$ cat src/rtl/riscv_mul_seq_pkg.sv
// rtl/riscv_mul_seq_pkg.sv - shared ALU opcodes used by the multiply sequencer
package riscv_mul_seq_pkg;

  // Mirrors the ALU_ADD encoding of the shared integer ALU.
  localparam logic [3:0] ALU_ADD = 4'd0;

endpackage

$ cat src/rtl/riscv_mul_seq.sv
// rtl/riscv_mul_seq.sv - iterative RV64M MUL sequencer borrowing the shared EX ALU for its adds
module riscv_mul_seq
  import riscv_mul_seq_pkg::*;
#(
  parameter int XLEN = 64
) (
  input  logic            clk_i,
  input  logic            rst_i,
  input  logic            req_valid_i,
  output logic            req_ready_o,
  input  logic [XLEN-1:0] req_a_i,
  input  logic [XLEN-1:0] req_b_i,
  input  logic            flush_i,
  output logic            resp_valid_o,
  output logic [XLEN-1:0] result_o,
  output logic            busy_o,
  output logic            alu_req_o,
  input  logic            alu_gnt_i,
  output logic [3:0]      alu_control_o,
  output logic [XLEN-1:0] alu_a_o,
  output logic [XLEN-1:0] alu_b_o,
  input  logic [XLEN-1:0] alu_result_i
);

  localparam logic [1:0] IDLE  = 2'd0;
  localparam logic [1:0] CHECK = 2'd1;
  localparam logic [1:0] ADD   = 2'd2;
  localparam logic [1:0] DONE  = 2'd3;

  logic [1:0]      state;
  logic [XLEN-1:0] acc;
  logic [XLEN-1:0] mcand;
  logic [XLEN-1:0] mplier;

  assign req_ready_o   = (state == IDLE);
  assign busy_o        = (state != IDLE);
  assign alu_req_o     = (state == ADD);
  assign alu_control_o = ALU_ADD;
  assign alu_a_o       = acc;
  assign alu_b_o       = mcand;

  always_ff @(posedge clk_i) begin
    if (rst_i) begin
      state        <= IDLE;
      acc          <= '0;
      mcand        <= '0;
      mplier       <= '0;
      result_o     <= '0;
      resp_valid_o <= 1'b0;
    end else begin
      resp_valid_o <= 1'b0;
      // A flush abandons any operation, including one about to respond.
      if (flush_i && state != IDLE) begin
        state <= IDLE;
      end else begin
        case (state)
          IDLE: begin
            if (req_valid_i && !flush_i) begin
              acc    <= '0;
              mcand  <= req_a_i;
              mplier <= req_b_i;
              state  <= CHECK;
            end
          end
          CHECK: begin
            if (mplier == '0) begin
              state <= DONE;
            end else if (mplier[0]) begin
              state <= ADD;
            end else begin
              mcand  <= mcand << 1;
              mplier <= mplier >> 1;
            end
          end
          ADD: begin
            if (alu_gnt_i) begin
              acc    <= alu_result_i;
              mcand  <= mcand << 1;
              mplier <= mplier >> 1;
              state  <= CHECK;
            end
          end
          DONE: begin
            result_o     <= acc;
            resp_valid_o <= 1'b1;
            state        <= IDLE;
          end
          default: state <= IDLE;
        endcase
      end
    end
  end

endmodule
$ cat config.mk
export PLATFORM = sky130hd
export DESIGN_NAME = riscv_mul_seq
export DESIGN_NICKNAME = d
export VERILOG_FILES = /design/src/rtl/riscv_mul_seq_pkg.sv /design/src/rtl/riscv_mul_seq.sv
export SDC_FILE = /design/constraint.sdc
export NUM_CORES = 1
export LEC_CHECK = 0
export ABC_AREA = 1
export BUFFER_PORTS_ARGS = -buffer_cell sky130_fd_sc_hd__buf_2
export CAP_MARGIN = 30
export CORE_UTILIZATION = 50
export DETAILED_ROUTE_END_ITERATION = 12
export PLACE_DENSITY = 0.77
export SYNTH_ARGS = -nofsm -noshare
export SYNTH_HDL_FRONTEND = slang
export SYNTH_SLANG_ARGS = --single-unit
$ cat constraint.sdc
create_clock -name clk_i -period 2.99 [get_ports clk_i]
set_input_delay 0.4485 -clock clk_i [delete_from_list [all_inputs] [get_ports clk_i]]
set_output_delay 0.4485 -clock clk_i [all_outputs]
set_load 0.03 [all_outputs]
==> impl.org, run 1 <==
** Clocking
- Number of resized instances in the post-cts repair step :: 0
- # clock sinks :: roughly 260
- Number of buffers on the longest clock path :: 3
- Post-CTS timing repair inserted 0 buffers for setup.
- The cell sitting at the root of the clock tree is a sky130_fd_sc_hd__clkbuf_16.
- Count of hold-fix buffers inserted at cts :: 0
- TritonCTS built the clock tree.
- Total number of H-tree levels :: 1
- CTS Buf Count :: 28
- Clock latency on the worst-skew pair :: roughly 0.54 ns
- Clock-pin slew was measured on the worst setup and hold paths at about 0.060 ns.

** Critical path
- For the worst setup path, the data required time is around 3.5 ns.
- Critical Path Sink Type :: flip-flop
- The critical path is of the flip-flop to flip-flop type.
- Data on the critical path arrives at its endpoint at 3.12 ns.
- Setup slack on the worst reg-to-reg path comes out at around 0.34 ns.
- Maximum fanout along the worst path :: 87
- Critical Path Start Type :: flip-flop

** Power and ir drop
- Across the VDD grid, the largest voltage drop is ~760 uV.
- Total chip power :: 17100 uW
- Summed over all cells, the static leakage comes to between 0.007 and 0.008 uW.
- Power per unit of standard cell area :: between 1000 and 1500 mW/mm^2

** STA
- The number of max-slew violations in the final report is 0.
- Timing would allow up to between 0.3 and 0.4 GHz.
- The count of final hold-check violations came to 0.
- Dividing the final minimum period by the clock period gives 0.885.
- Across the routed clock network, the largest skew measured is between 0.015 and 0.02 ns.
- Subtracting the final worst setup slack from the clock period gives between 2 and 3 ns.
- For the pin with the worst max-slew slack, the measured transition is just over 0.8 ns.
- Setup repair after global routing left no endpoint under its margin.
- Final Setup Violations :: 0
- Tightest slew margin relative to the limit :: 0.447
- Hold timing on the final database bottoms out at a slack of between 0.1 and 0.15 ns.
- Final total negative setup slack :: 0 ns

** Logic synthesis
- Yosys printed 0 warnings.
- After synthesis, the share of flip-flops with an asynchronous set or reset is 0.
- Parity-gate share of the synthesized area counting xor and xnor cells :: 0
- Synthesis instantiated 24 different standard cells from the library.
- Among all flip-flop cells after synthesis, the most frequent one is sky130_fd_sc_hd__dfxtp_1.
- The area fraction in compound gates after synthesis was 0.138.
- Sequential element share of the synthesized area :: 0.436
- The synthesized design contains 0 enable-type register cells.
- Instance count of the mapped netlist :: roughly 1800
- A synthesized cell averages approximately 6.7 sq um.
- In this run the cell area of the synthesized design comes to ~0.012 sq mm.
- Measured against the total synthesized area, the mux share comes to 0.
- Counting flops and latches in the post-synthesis netlist gives 259.
- By area, the combinational part of the netlist is dominated by simple AND/OR/NAND/NOR gates.
- sky130_fd_sc_hd__dfxtp_1 takes more of the synthesized area than any other cell.
- Ranked by total cell area, the synthesized netlist is headed by sky130_fd_sc_hd__dfxtp_1, sky130_fd_sc_hd__nor2_1, sky130_fd_sc_hd__nand2_1.
- The share of synthesized area in the top cell type comes to 0.436.
- Of the total synthesized cell area, the portion taken by AND, OR, NAND and NOR gates is 0.328.
- Of the total synthesized cell area, the portion taken by full adders, half adders and majority gates is 0.00421.

** Run
- Maximum Capacitance Violations :: 0

** Global routing
- Met1 layer usage reported by global route :: 0.319
- Via count of the first global-routing pass :: 10300
- Overflow left after global routing :: 0
- Across every metal layer, demand over resource in global routing totals 0.257.
- Most Crowded Layer GR :: met2
- For met3 alone, demand over resource in global routing was 0.0540.
- In the global route stage, met2 resource usage came out at 0.433.
- Number of antenna violations at the first check in global routing :: 9
- Entering global routing, the biggest net connects 147 pins.
- The first global-routing pass estimated between 50000 and 60000 um of wire.

** Floorplan
- In this run the core area contains 56 standard-cell rows.
- The core region is ~0.023 sq mm.
- Horizontal die dimension :: about 160 um
- The initial utilization of the core area, before any placement, comes to 0.508.
- Die height :: ~160 um
- The die covers 0.0244 sq mm.
- During I/O placement, the number of pins put on the boundary was ~400.

** Min path
- In this run the worst hold path is classified as input port to flip-flop.

** Drt
- Detailed-route via count :: 11800
- After detailed routing, the number of vias per cell comes to between 4 and 5.
- Detail Route Antenna Nets :: 0
- The routed design has roughly 33000 um of wire.
- # DRC :: 0
- First-pass DRT Iterations :: 5
- After detailed routing, the average wire length per cell comes to 13.5 um.
- The first routing iteration left ~900 violations.

** Layout
- Of the cells placed in the final design, the portion with a size suffix greater than 1 is 0.224.
- In the final layout, flip-flops and latches occupy a little over 0.005 sq mm.
- Combined area of the multi-input logic cells :: around 0.0056 sq mm
- After the last flow step, the layout net total stands at 2282.
- Post-Route Utilization :: 0.634
- Number of fillers in the final layout :: between 2000 and 2500
- Area delta synth->final :: 24.7%

** Placed design
- Final estimated routing congestion in global placement :: between 0.8 and 0.9
- In this run the tool buffered the top-level ports with about 390 buffer cells.
- Total half-perimeter wirelength after legalization and detailed placement :: 22100 um

** Status
- The flow ran to the end, and the final reports show no timing, DRC or antenna violations.
[stage by stage]
| stage | area (sq um) | setup slack [ns] | instances |
|---|---|---|---|
| floorplan | 11900 | 1.00 | 1766 |
| global placement | 13900 | 0.603 | 2370 |
| detailed placement | 13900 | 0.434 | 2370 |
| CTS | 14800 | 0.405 | 2421 |
| global route | 14800 | 0.118 | 2426 |
| finish | 14800 | 0.343 | 2427 |
[worst paths after layout]
kind / from / end / depth (start not counted)
worst min register to register: alu_b_o[63] / alu_b_o[63] / 2
worst max register to register: state[0] / mplier[27] / 12
worst min-delay path: req_a_i[0] / alu_b_o[0] / 3
worst max-delay path: state[0] / mplier[27] / 12
[sequential cells by signal, indices dropped and copies added, names as in the netlist]
signal        count
resp_valid_o      1
result_o         64
mplier           64
state             2
alu_b_o          64
alu_a_o          64
[synthesized netlist by cell type (3+ instances only)]
cell / n
sky130_fd_sc_hd__buf_4: 23
sky130_fd_sc_hd__o21ai_0: 129
sky130_fd_sc_hd__nor2_1: 427
sky130_fd_sc_hd__ha_1: 4
sky130_fd_sc_hd__dfxtp_1: 259
sky130_fd_sc_hd__nand2_1: 410
sky130_fd_sc_hd__a21oi_1: 6
sky130_fd_sc_hd__buf_1: 16
sky130_fd_sc_hd__nand3_1: 65
sky130_fd_sc_hd__inv_2: 3
sky130_fd_sc_hd__nor2b_1: 62
sky130_fd_sc_hd__a211oi_1: 64
sky130_fd_sc_hd__buf_2: 20
sky130_fd_sc_hd__a21boi_0: 62
sky130_fd_sc_hd__clkbuf_1: 67
sky130_fd_sc_hd__inv_1: 135
[where the power goes]
| part | internal [uW] | switching [uW] | total (uW) |
|---|---|---|---|
| logic | 2550 | 5740 | 8290 |
| clock network | 1900 | 1400 | 3300 |
| registers | 4680 | 834 | 5510 |
| total | 9120 | 7970 | 17100 |
[cells by family after synthesis]
group	count (synthesis)
DFF	259
AOI/OAI and AO/OA	264
buffers and inverters	265
adders and majority gates	4
other	1
and+or+nand+nor	970
[cell type report]
type                       count  share of cell area
multi-input combinational   1242               0.381
sequential                   259               0.349
timing repair buffer         412               0.147
clock buffer                  41              0.0553
inverter                     138              0.0354
tap                          319              0.0269
clock inverter                10             0.00380
antenna                        6             0.00101
[layer usage]
| layer | vias to the layer above | wire length [um] |
|---|---|---|
| li1 | 6119 | - |
| met4 | 4 | 1190 |
| met5 | - | 25 |
| met2 | 370 | 15400 |
| met1 | 5261 | 13900 |
| met3 | 73 | 2330 |
[placed cells by master, fill, tap and decap left out]
cell type                    count
sky130_fd_sc_hd__a211oi_1       64
sky130_fd_sc_hd__a21boi_0       62
sky130_fd_sc_hd__a21oi_1         5
sky130_fd_sc_hd__a21oi_2         1
sky130_fd_sc_hd__a21oi_4         1
sky130_fd_sc_hd__a22o_1          1
sky130_fd_sc_hd__buf_12          6
sky130_fd_sc_hd__buf_2         392
sky130_fd_sc_hd__buf_4          14
sky130_fd_sc_hd__clkbuf_1        7
sky130_fd_sc_hd__clkbuf_16      29
sky130_fd_sc_hd__clkbuf_8        5
sky130_fd_sc_hd__clkinv_2        8
sky130_fd_sc_hd__clkinvlp_4      1
sky130_fd_sc_hd__conb_1          4
sky130_fd_sc_hd__dfxtp_1       259
sky130_fd_sc_hd__diode_2         6
sky130_fd_sc_hd__ha_1            2
sky130_fd_sc_hd__ha_2            2
sky130_fd_sc_hd__inv_1         134
sky130_fd_sc_hd__inv_2           2
sky130_fd_sc_hd__inv_4           1
sky130_fd_sc_hd__inv_6           2
sky130_fd_sc_hd__nand2_1       409
sky130_fd_sc_hd__nand2_2         1
sky130_fd_sc_hd__nand3_1        65
sky130_fd_sc_hd__nand3_2         1
sky130_fd_sc_hd__nand3_4         1
sky130_fd_sc_hd__nand4_1         2
sky130_fd_sc_hd__nor2_1        427
sky130_fd_sc_hd__nor2_2          2
sky130_fd_sc_hd__nor2b_1        62
sky130_fd_sc_hd__o21ai_0       129
sky130_fd_sc_hd__o21ai_4         1
[critical path, cell delays in order, from the launching register on]
cell and delay [ns]:
sky130_fd_sc_hd__dfxtp_1 0.38, sky130_fd_sc_hd__inv_1 0.10, sky130_fd_sc_hd__ha_2 0.20, sky130_fd_sc_hd__inv_2 0.11, sky130_fd_sc_hd__nor2_1 0.07, sky130_fd_sc_hd__a21oi_2 0.16
sky130_fd_sc_hd__nand2_1 0.14, sky130_fd_sc_hd__nor2_2 0.23, sky130_fd_sc_hd__nand3_4 0.31, sky130_fd_sc_hd__buf_4 0.49, sky130_fd_sc_hd__nand2_1 0.16, sky130_fd_sc_hd__nand2_1 0.06
sky130_fd_sc_hd__nor2_1 0.12
(Power assumes the default switching activity.)
==> run 2: changes to the inputs <==
CAP_MARGIN = 20   (was 30)
clock period = 2.7 ns   (was 2.99 ns; I/O delays follow)
==> impl.org, run 2 (synthesis results as in run 1) <==
** Status
- The flow ran to the end, and the final reports show no timing, DRC or antenna violations.

** Layout
- The final layout contains ~2300 nets.
- Leaving out fill and tap cells, the most frequent cell in the layout is sky130_fd_sc_hd__nor2_1.
- The finished cells cover 0.0149 sq mm.
- Leading cell types in the layout, fill and taps excluded :: sky130_fd_sc_hd__nor2_1, sky130_fd_sc_hd__nand2_1, sky130_fd_sc_hd__buf_2, sky130_fd_sc_hd__dfxtp_1, sky130_fd_sc_hd__inv_1
- Layout cell share with drive strength beyond 1 :: 0.225
- Area delta synth->final :: 25.6%
- Number of fillers in the final layout :: 2181

** Floorplan
- The floorplan step defined a die boundary enclosing around 0.024 sq mm.
- Ports :: around 400
- Starting utilization of the core area :: 0.508
- The floorplan step defined a core boundary enclosing 0.0234 sq mm.
- The initialized floorplan defines 56 standard-cell rows.
- Die height :: approximately 160 um
- Horizontal die dimension :: 156 um

** Critical path
- Register-to-register setup slack :: roughly 0.50 ns
- The worst register-to-register path begins at state[0].
- By startpoint and endpoint, the worst setup path is classified as flip-flop to output pin.
- The worst setup path is launched from a flip-flop.
- Together, buffers and inverters on the worst path number 3.
- Traced cell by cell, the critical path runs through inv_1, ha_2, buf_4, buf_2.
- Critical Path Slowest Stage Cell :: sky130_fd_sc_hd__buf_4
- CP max stage delay :: between 0.5 and 0.6 ns
- Maximum fanout along the worst path :: between 60 and 70
- Largest delay share family, worst path :: buffers and inverters
- Destination of the worst register-to-register timing path :: alu_a_o[11]
- Critical Path Sink Type :: output pin
- Critical path data arrival time :: 2.05 ns
- Reg2Reg Depth :: 10
- Data on the critical path is required at its endpoint by around 2.3 ns.

** Power and ir drop
- The analysis attributes to cell leakage a power of 0.00734 uW.
- Power per unit of standard cell area :: approximately 1300 mW/mm^2
- Maximum vdd drop :: approximately 840 uV

** STA
- The count of final hold-check violations came to 0.
- Worst-margin pin slew :: between 0.7 and 0.8 ns
- Share of the clock period used by the worst path :: 0.908
- Final count of pins violating max slew :: 0
- Static timing analysis puts the maximum clock frequency at between 0.4 and 0.5 GHz.
- For the final routed database, the setup TNS stands at 0 ns.
- For the finished layout, the period the worst path requires is between 2 and 2.5 ns.
- Clock skew on the completed layout was measured at about 0.019 ns.
- Tightest slew margin relative to the limit :: 0.476
- RSZ-0062 raised after global routing :: false
- Setup violations remaining at the end of the flow were counted as 0.

** Min path
- Number of cells on the worst hold path :: 3
- Min-delay src :: req_a_i[0]
- Class of the tightest hold or removal check :: input port to flip-flop
- The worst hold path terminates at alu_b_o[0].

** Global routing
- Global-route wire length before repair :: around 52000 um
- Largest net degree at the start of global routing :: 108
- For this run, the total global-route usage over all layers was measured as 0.259.
- For this run the aggregate overflow at the end of global routing stands at 0.
- Via count of the first global-routing pass :: approximately 11000
- The number of antenna violations at the first check in global routing is 4.

** Placed design
- Total half-perimeter wirelength after legalization and detailed placement :: ~22000 um
- After detailed placement, the total cell area comes to between 0.01 and 0.015 sq mm.
- Routability-driven placement finished with a final weighted congestion of ~0.83.
- Port Buffers :: 392

** Clocking
- Post-CTS timing repair inserted 0 buffers for setup.
- Clock tree from TritonCTS :: yes
- In this run, CTS created clock tree buffers numbering 28.
- Post-CTS clock slew at the launch and capture registers of the worst setup and hold paths :: ~0.060 ns
- Hold repair after CTS inserted 0 buffers.
- Total number of H-tree levels :: 1
- CTS saw roughly 260 sinks.
- Gates resized during post-CTS repair numbered 0.
- The root buffer cell chosen for the clock tree is sky130_fd_sc_hd__clkbuf_16.
- Counting along the longest clock path gives a buffer depth of 3.
- Clock latency on the worst-skew pair, taken at its later pin, is 0.54 ns.

** Drt
- In the routed layout, each cell is associated on average with a via count of about 4.9.
- After detailed routing, the number of remaining DRC violations is 0.
- After the first detailed-routing iteration, the DRC count stood at 876.
- For this block, the routed nets add up to roughly 33000 um of wire.
- Dividing the detail-routed wire length by the instance count gives 13.7 um.
- Once detail routing completed, the nets flagged for antenna violations numbered 0.
- The first detailed-routing pass took 5 iterations.
- Detailed-route via count :: around 12000

** Run
- Across the run, the number of max-cap violations was 0.
run 2: changes by cell type in the layout (fill, tap and decap cells not counted), moves of 2 or more:
cell	change
sky130_fd_sc_hd__buf_12	+7
sky130_fd_sc_hd__buf_4	-5
sky130_fd_sc_hd__clkinv_2	-2
sky130_fd_sc_hd__diode_2	-5
sky130_fd_sc_hd__clkbuf_8	-2
sky130_fd_sc_hd__clkbuf_1	-2
sky130_fd_sc_hd__bufinv_16	+2
sky130_fd_sc_hd__clkinvlp_4	+2
run 2: routing by layer:
layer / part of all wire / track usage / wire length (um)
met2: 0.48 / 0.450 / 15800
met3: 0.074 / 0.0512 / 2450
met4: 0.030 / 0.0873 / 978
met5: 0.00082 / 0 / 27
met1: 0.42 / 0.319 / 13900
run 2: cell type report:
class,instances,area [sq um],share of cell area
clock buffer,36,761,0.0509
timing repair buffer,414,2290,0.153
sequential,259,5180,0.347
inverter,138,526,0.0352
multi-input combinational,1242,5650,0.378
clock inverter,13,138,0.00921
antenna,1,2.50,0.000167
tap,319,399,0.0267
run 2: per-stage QoR:
| step | hold WS (ns) | setup slack, ns | std cells | power [uW] | util |
|---|---|---|---|---|---|
| after detailed placement | 0.463 | 0.484 | 2371 | 15500 | 0.599 |
| final | 0.105 | 0.250 | 2422 | 19300 | 0.639 |
| after CTS | 0.0809 | 0.226 | 2420 | 19300 | 0.638 |
| after floorplan | 0.467 | 0.713 | 1766 | 13100 | - |
| after global placement | 0.451 | 0.607 | 2371 | 15300 | 0.599 |
| after global routing | 0.0867 | 0.133 | 2422 | 20800 | 0.639 |
run 2: tightest hold or removal path, cell delays in order:
cell and delay [ns]:
sky130_fd_sc_hd__buf_2 0.07, sky130_fd_sc_hd__a21oi_1 0.05, sky130_fd_sc_hd__nor2_1 0.07
run 2: worst max-delay path by stage:
stage | from | end | slack, ns | depth (start not counted)
floorplan | state[0] | alu_b_o[0] | 0.71 | 13
global placement | state[0] | alu_a_o[11] | 0.61 | 10
detailed placement | state[0] | alu_a_o[11] | 0.48 | 10
CTS | state[0] | alu_req_o | 0.23 | 4
global route | state[0] | alu_req_o | 0.13 | 4
finish | state[0] | alu_req_o | 0.25 | 4
run 2: report_power, final:
group | internal (uW) | total [uW] | switching (uW)
Clock | 2180 | 3750 | 1570
Sequential | 5180 | 6120 | 938
Combinational | 2990 | 9400 | 6410
==> run 3: changes to the inputs <==
ABC_AREA = 0   (was 1)
CORE_AREA = 2 2 155 157   (was unset)
CORE_UTILIZATION = unset   (was 50)
DIE_AREA = 0 0 157 159   (was unset)
PLACE_DENSITY = 0.74   (was 0.77)
==> impl.org, run 3 <==
** Status
- The run finished with clean final reports.

** Logic synthesis
- Counting flops and latches in the post-synthesis netlist gives 259.
- Dividing the synthesized area by the synthesized cell count gives about 8.9 sq um.
- Cell Area, Synth :: between 0.01 and 0.015 sq mm
- Dominant combinational cell family by area after synthesis :: compound AO/OA/AOI/OAI gates
- The largest total area in the synthesized netlist belongs to sky130_fd_sc_hd__dfxtp_1.
- Leading cell type by number of instances after synthesis :: sky130_fd_sc_hd__dfxtp_1
- Yosys synthesis warning count :: 0
- Mux contribution to synthesized area :: 0.0595
- Parity-gate share of the synthesized area counting xor and xnor cells :: 0
- Top area cells in the synthesized netlist :: sky130_fd_sc_hd__dfxtp_1, sky130_fd_sc_hd__a221oi_1, sky130_fd_sc_hd__nor2_1
- Of the total synthesized cell area, the portion taken by AND, OR, NAND and NOR gates is 0.171.
- The commonest cells after synthesis are sky130_fd_sc_hd__dfxtp_1, sky130_fd_sc_hd__nor2_1, sky130_fd_sc_hd__nand2_1, sky130_fd_sc_hd__a21oi_1, sky130_fd_sc_hd__a221oi_1.
- Among all flip-flop cells after synthesis, the most frequent one is sky130_fd_sc_hd__dfxtp_1.
- For this run, the register share of the synthesized area comes to 0.482.
- Post-synth ARST share :: 0
- Fraction of the mapped netlist area in adder cells :: 0.00465
- Compound-cell area share of the yosys netlist :: 0.231
- Post-synth EDFFs :: 0
- The netlist uses 35 different library cells.
- Instance count of the mapped netlist :: ~1200
- The share of synthesized area in the top cell type comes to 0.482.

** Clocking
- The root buffer cell chosen for the clock tree is sky130_fd_sc_hd__clkbuf_16.
- In this run the number of H-tree levels came out at 1.
- Counting the buffers created by CTS gives 29.
- TritonCTS built the clock tree.
- The clock net in this run drives a total of around 260 sinks.
- After clock tree synthesis, the clock-pin slew on the worst setup and hold paths is 0.06 ns.
- The number of setup buffers added after CTS is 0.
- The clock passes through at most 3 buffers.
- The later pin in the worst-skew pair is clocked with a latency of about 0.54 ns.

** Placed design
- Routability-driven placement finished with a final weighted congestion of ~0.89.
- Detailed placement finished with a half-perimeter wire length of about 22000 um.
- Buffers placed on the I/O ports in this run total 392.
- At the placement stage, the worst setup path has a slack of about 0.11 ns.

** Critical path
- STA classifies the critical path startpoint as a flip-flop.
- Maximum fanout along the worst path :: 41
- The worst setup path is captured at a flip-flop.
- STA puts the critical path data arrival time at around 3.0 ns.
- The signal on the critical path passes through nor4_2, nand4_1, or4_4, a21o_4, buf_12, a221oi_1.
- For this design, the slowest cell found on the critical path is sky130_fd_sc_hd__or4_4.
- Together, buffers and inverters on the worst path number 1.
- CP required :: between 3 and 4 ns
- WS Path Type :: flip-flop to flip-flop
- Largest delay share family, worst path :: simple AND/OR/NAND/NOR gates
- CP max stage delay :: around 0.59 ns

** Drt
- The first detailed-routing pass took 6 iterations.
- # DRC :: 0
- Wirelength per Cell :: about 17 um
- Violation count after the first detailed-route iteration :: about 860
- The count of nets left with antenna violations once routing finished came out at 0.
- For this block, the routed nets add up to about 33000 um of wire.
- Detailed routing inserted a total of 10400 vias.
- In the routed layout, each cell is associated on average with a via count of around 5.5.

** Global routing
- The number of antenna violations at the first check in global routing came to 2.
- The first global-routing pass estimated roughly 51000 um of wire.
- Via count of the first global-routing pass :: 9642
- In the global route stage, overall resource usage came out at 0.247.
- For this run the aggregate overflow at the end of global routing stands at 0.
- Entering global routing, the biggest net connects approximately 130 pins.

** Floorplan
- The die covers 0.0250 sq mm.
- Core region area :: 0.0232 sq mm
- The die is about 160 um tall.
- In this run the core area contains 56 standard-cell rows.
- Ports :: 397
- Horizontal die dimension :: 157 um
- The initial utilization of the core area, before any placement, comes to 0.464.

** STA
- The worst pin sits at a relative slew slack of 0.463.
- Final Setup Violations :: 0
- For the finished layout, the period the worst path requires is between 2 and 3 ns.
- Derived from the worst setup path, the maximum achievable clock frequency is approximately 0.4 GHz.
- Dividing the final minimum period by the clock period gives 0.938.
- Fin Clk Skew :: about 0.016 ns
- Worst-margin pin slew :: 0.806 ns
- The count of final hold-check violations was 0.
- Post-route worst hold slack :: roughly 0.11 ns
- Adding up every negative setup slack in the final design gives 0 ns.
- Setup slack on the critical path of the routed design comes to approximately 0.17 ns.
- The number of max-slew violations in the final report came to 0.
- RSZ-0062 raised after global routing :: false

** Power and ir drop
- VDD sags by at most 651 uV.
- The design draws around 12000 uW.
- Power spread over the standard cell area amounts to 891 mW/mm^2.
- Static leakage :: between 0.005 and 0.006 uW

** Layout
- In the layout the commonest cells are sky130_fd_sc_hd__buf_2, sky130_fd_sc_hd__dfxtp_1, sky130_fd_sc_hd__nor2_1, sky130_fd_sc_hd__nand2_1, sky130_fd_sc_hd__a21oi_1.
- Summing all flip-flop and latch instances after layout gives slightly above 0.005 sq mm.
- Area delta synth->final :: 30.3%
- In the final layout, the share of cells above drive strength 1 is 0.328.
- Number of fillers in the final layout :: 1999
- Commonest non-fill, non-tap cell in the layout :: sky130_fd_sc_hd__buf_2
- The multi-input combinational cells in the finished layout cover a total of roughly 0.0051 sq mm.
- Post-layout net count :: 1743

** Run
- Maximum Capacitance Violations :: 0

** Min path
- In this run the worst hold path is classified as input port to flip-flop.
==> run 3: cell count changes after synthesis, sizes merged, moves of 64 or more <==
cell,previous run,this run
a21oi,7,130
nor2,429,194
o21ai,130,4
mux2i,0,64
nand2,410,133
a221oi,0,126
a22oi,0,64
nand3,67,1
inv,138,6
==> run 3: area by class of cell <==
cell class,count,area share
flip-flops and latches,259,0.370
multi-input cells,827,0.363
repair buffers,419,0.169
diodes,1,0.000178
inverters,6,0.00161
clock inverters,12,0.00660
well taps,319,0.0284
clock buffers,40,0.0611
==> run 3: worst reg2reg max path: cells and delay by family, from the launching register on <==
kind	cells	cell delay [ns]
flip-flops	1	0.37
AND/OR/NAND/NOR	3	1.17
buffers and inverters	1	0.24
AO/OA/AOI/OAI	2	0.64
==> run 3: logic make-up (layout without fill, tap and decap cells) <==
family	after synthesis	count (layout)
flip-flops	259	259
multiplexers	64	64
AO/OA/AOI/OAI	330	330
AND/OR/NAND/NOR	425	425
buffers and inverters	128	477
other	1	5
adder cells (fa/ha/maj)	4	4
==> run 3: worst paths after layout <==
path	startpoint	end	slack [ns]	depth (start not counted)
hold reg to reg	result_o[37]	result_o[37]	0.45	2
hold / removal	req_b_i[63]	mplier[63]	0.11	2
setup reg to reg	mplier[0]	alu_b_o[21]	0.17	6
setup / recovery	mplier[0]	alu_b_o[21]	0.17	6
==> run 3: per-stage QoR <==
stage	instances	utilization	area [sq um]
2_1_floorplan	1214	-	10800
3_3_place_gp	1830	0.564	13100
3_5_place_dp	1830	0.564	13100
4_1_cts	1882	0.605	14000
5_1_grt	1883	0.605	14000
6_report	1883	0.605	14000
==> run 3: per-layer routing <==
metal  routed length [um]  up-vias  GRT usage
li1                     -     4991          -
met3                 2110       66     0.0455
met1                13500     4970      0.321
met2                16000      367      0.413
met5                    0        -          0
met4                  959        0     0.0817
==> run 3: power by group <==
part / total, uW / switching, uW / internal (uW) / leakage (uW)
sequential: 4740 / 409 / 4330 / 0.00212
clock: 3870 / 1570 / 2300 / 0.000483
combinational: 3880 / 2440 / 1450 / 0.00338
total: 12500 / 4410 / 8080 / 0.00598
==> run 3: what timing repair did <==
item	in CTS	in global routing
hold buffers	0	0
setup endpoints to repair	0	10
gates resized for setup	0	1
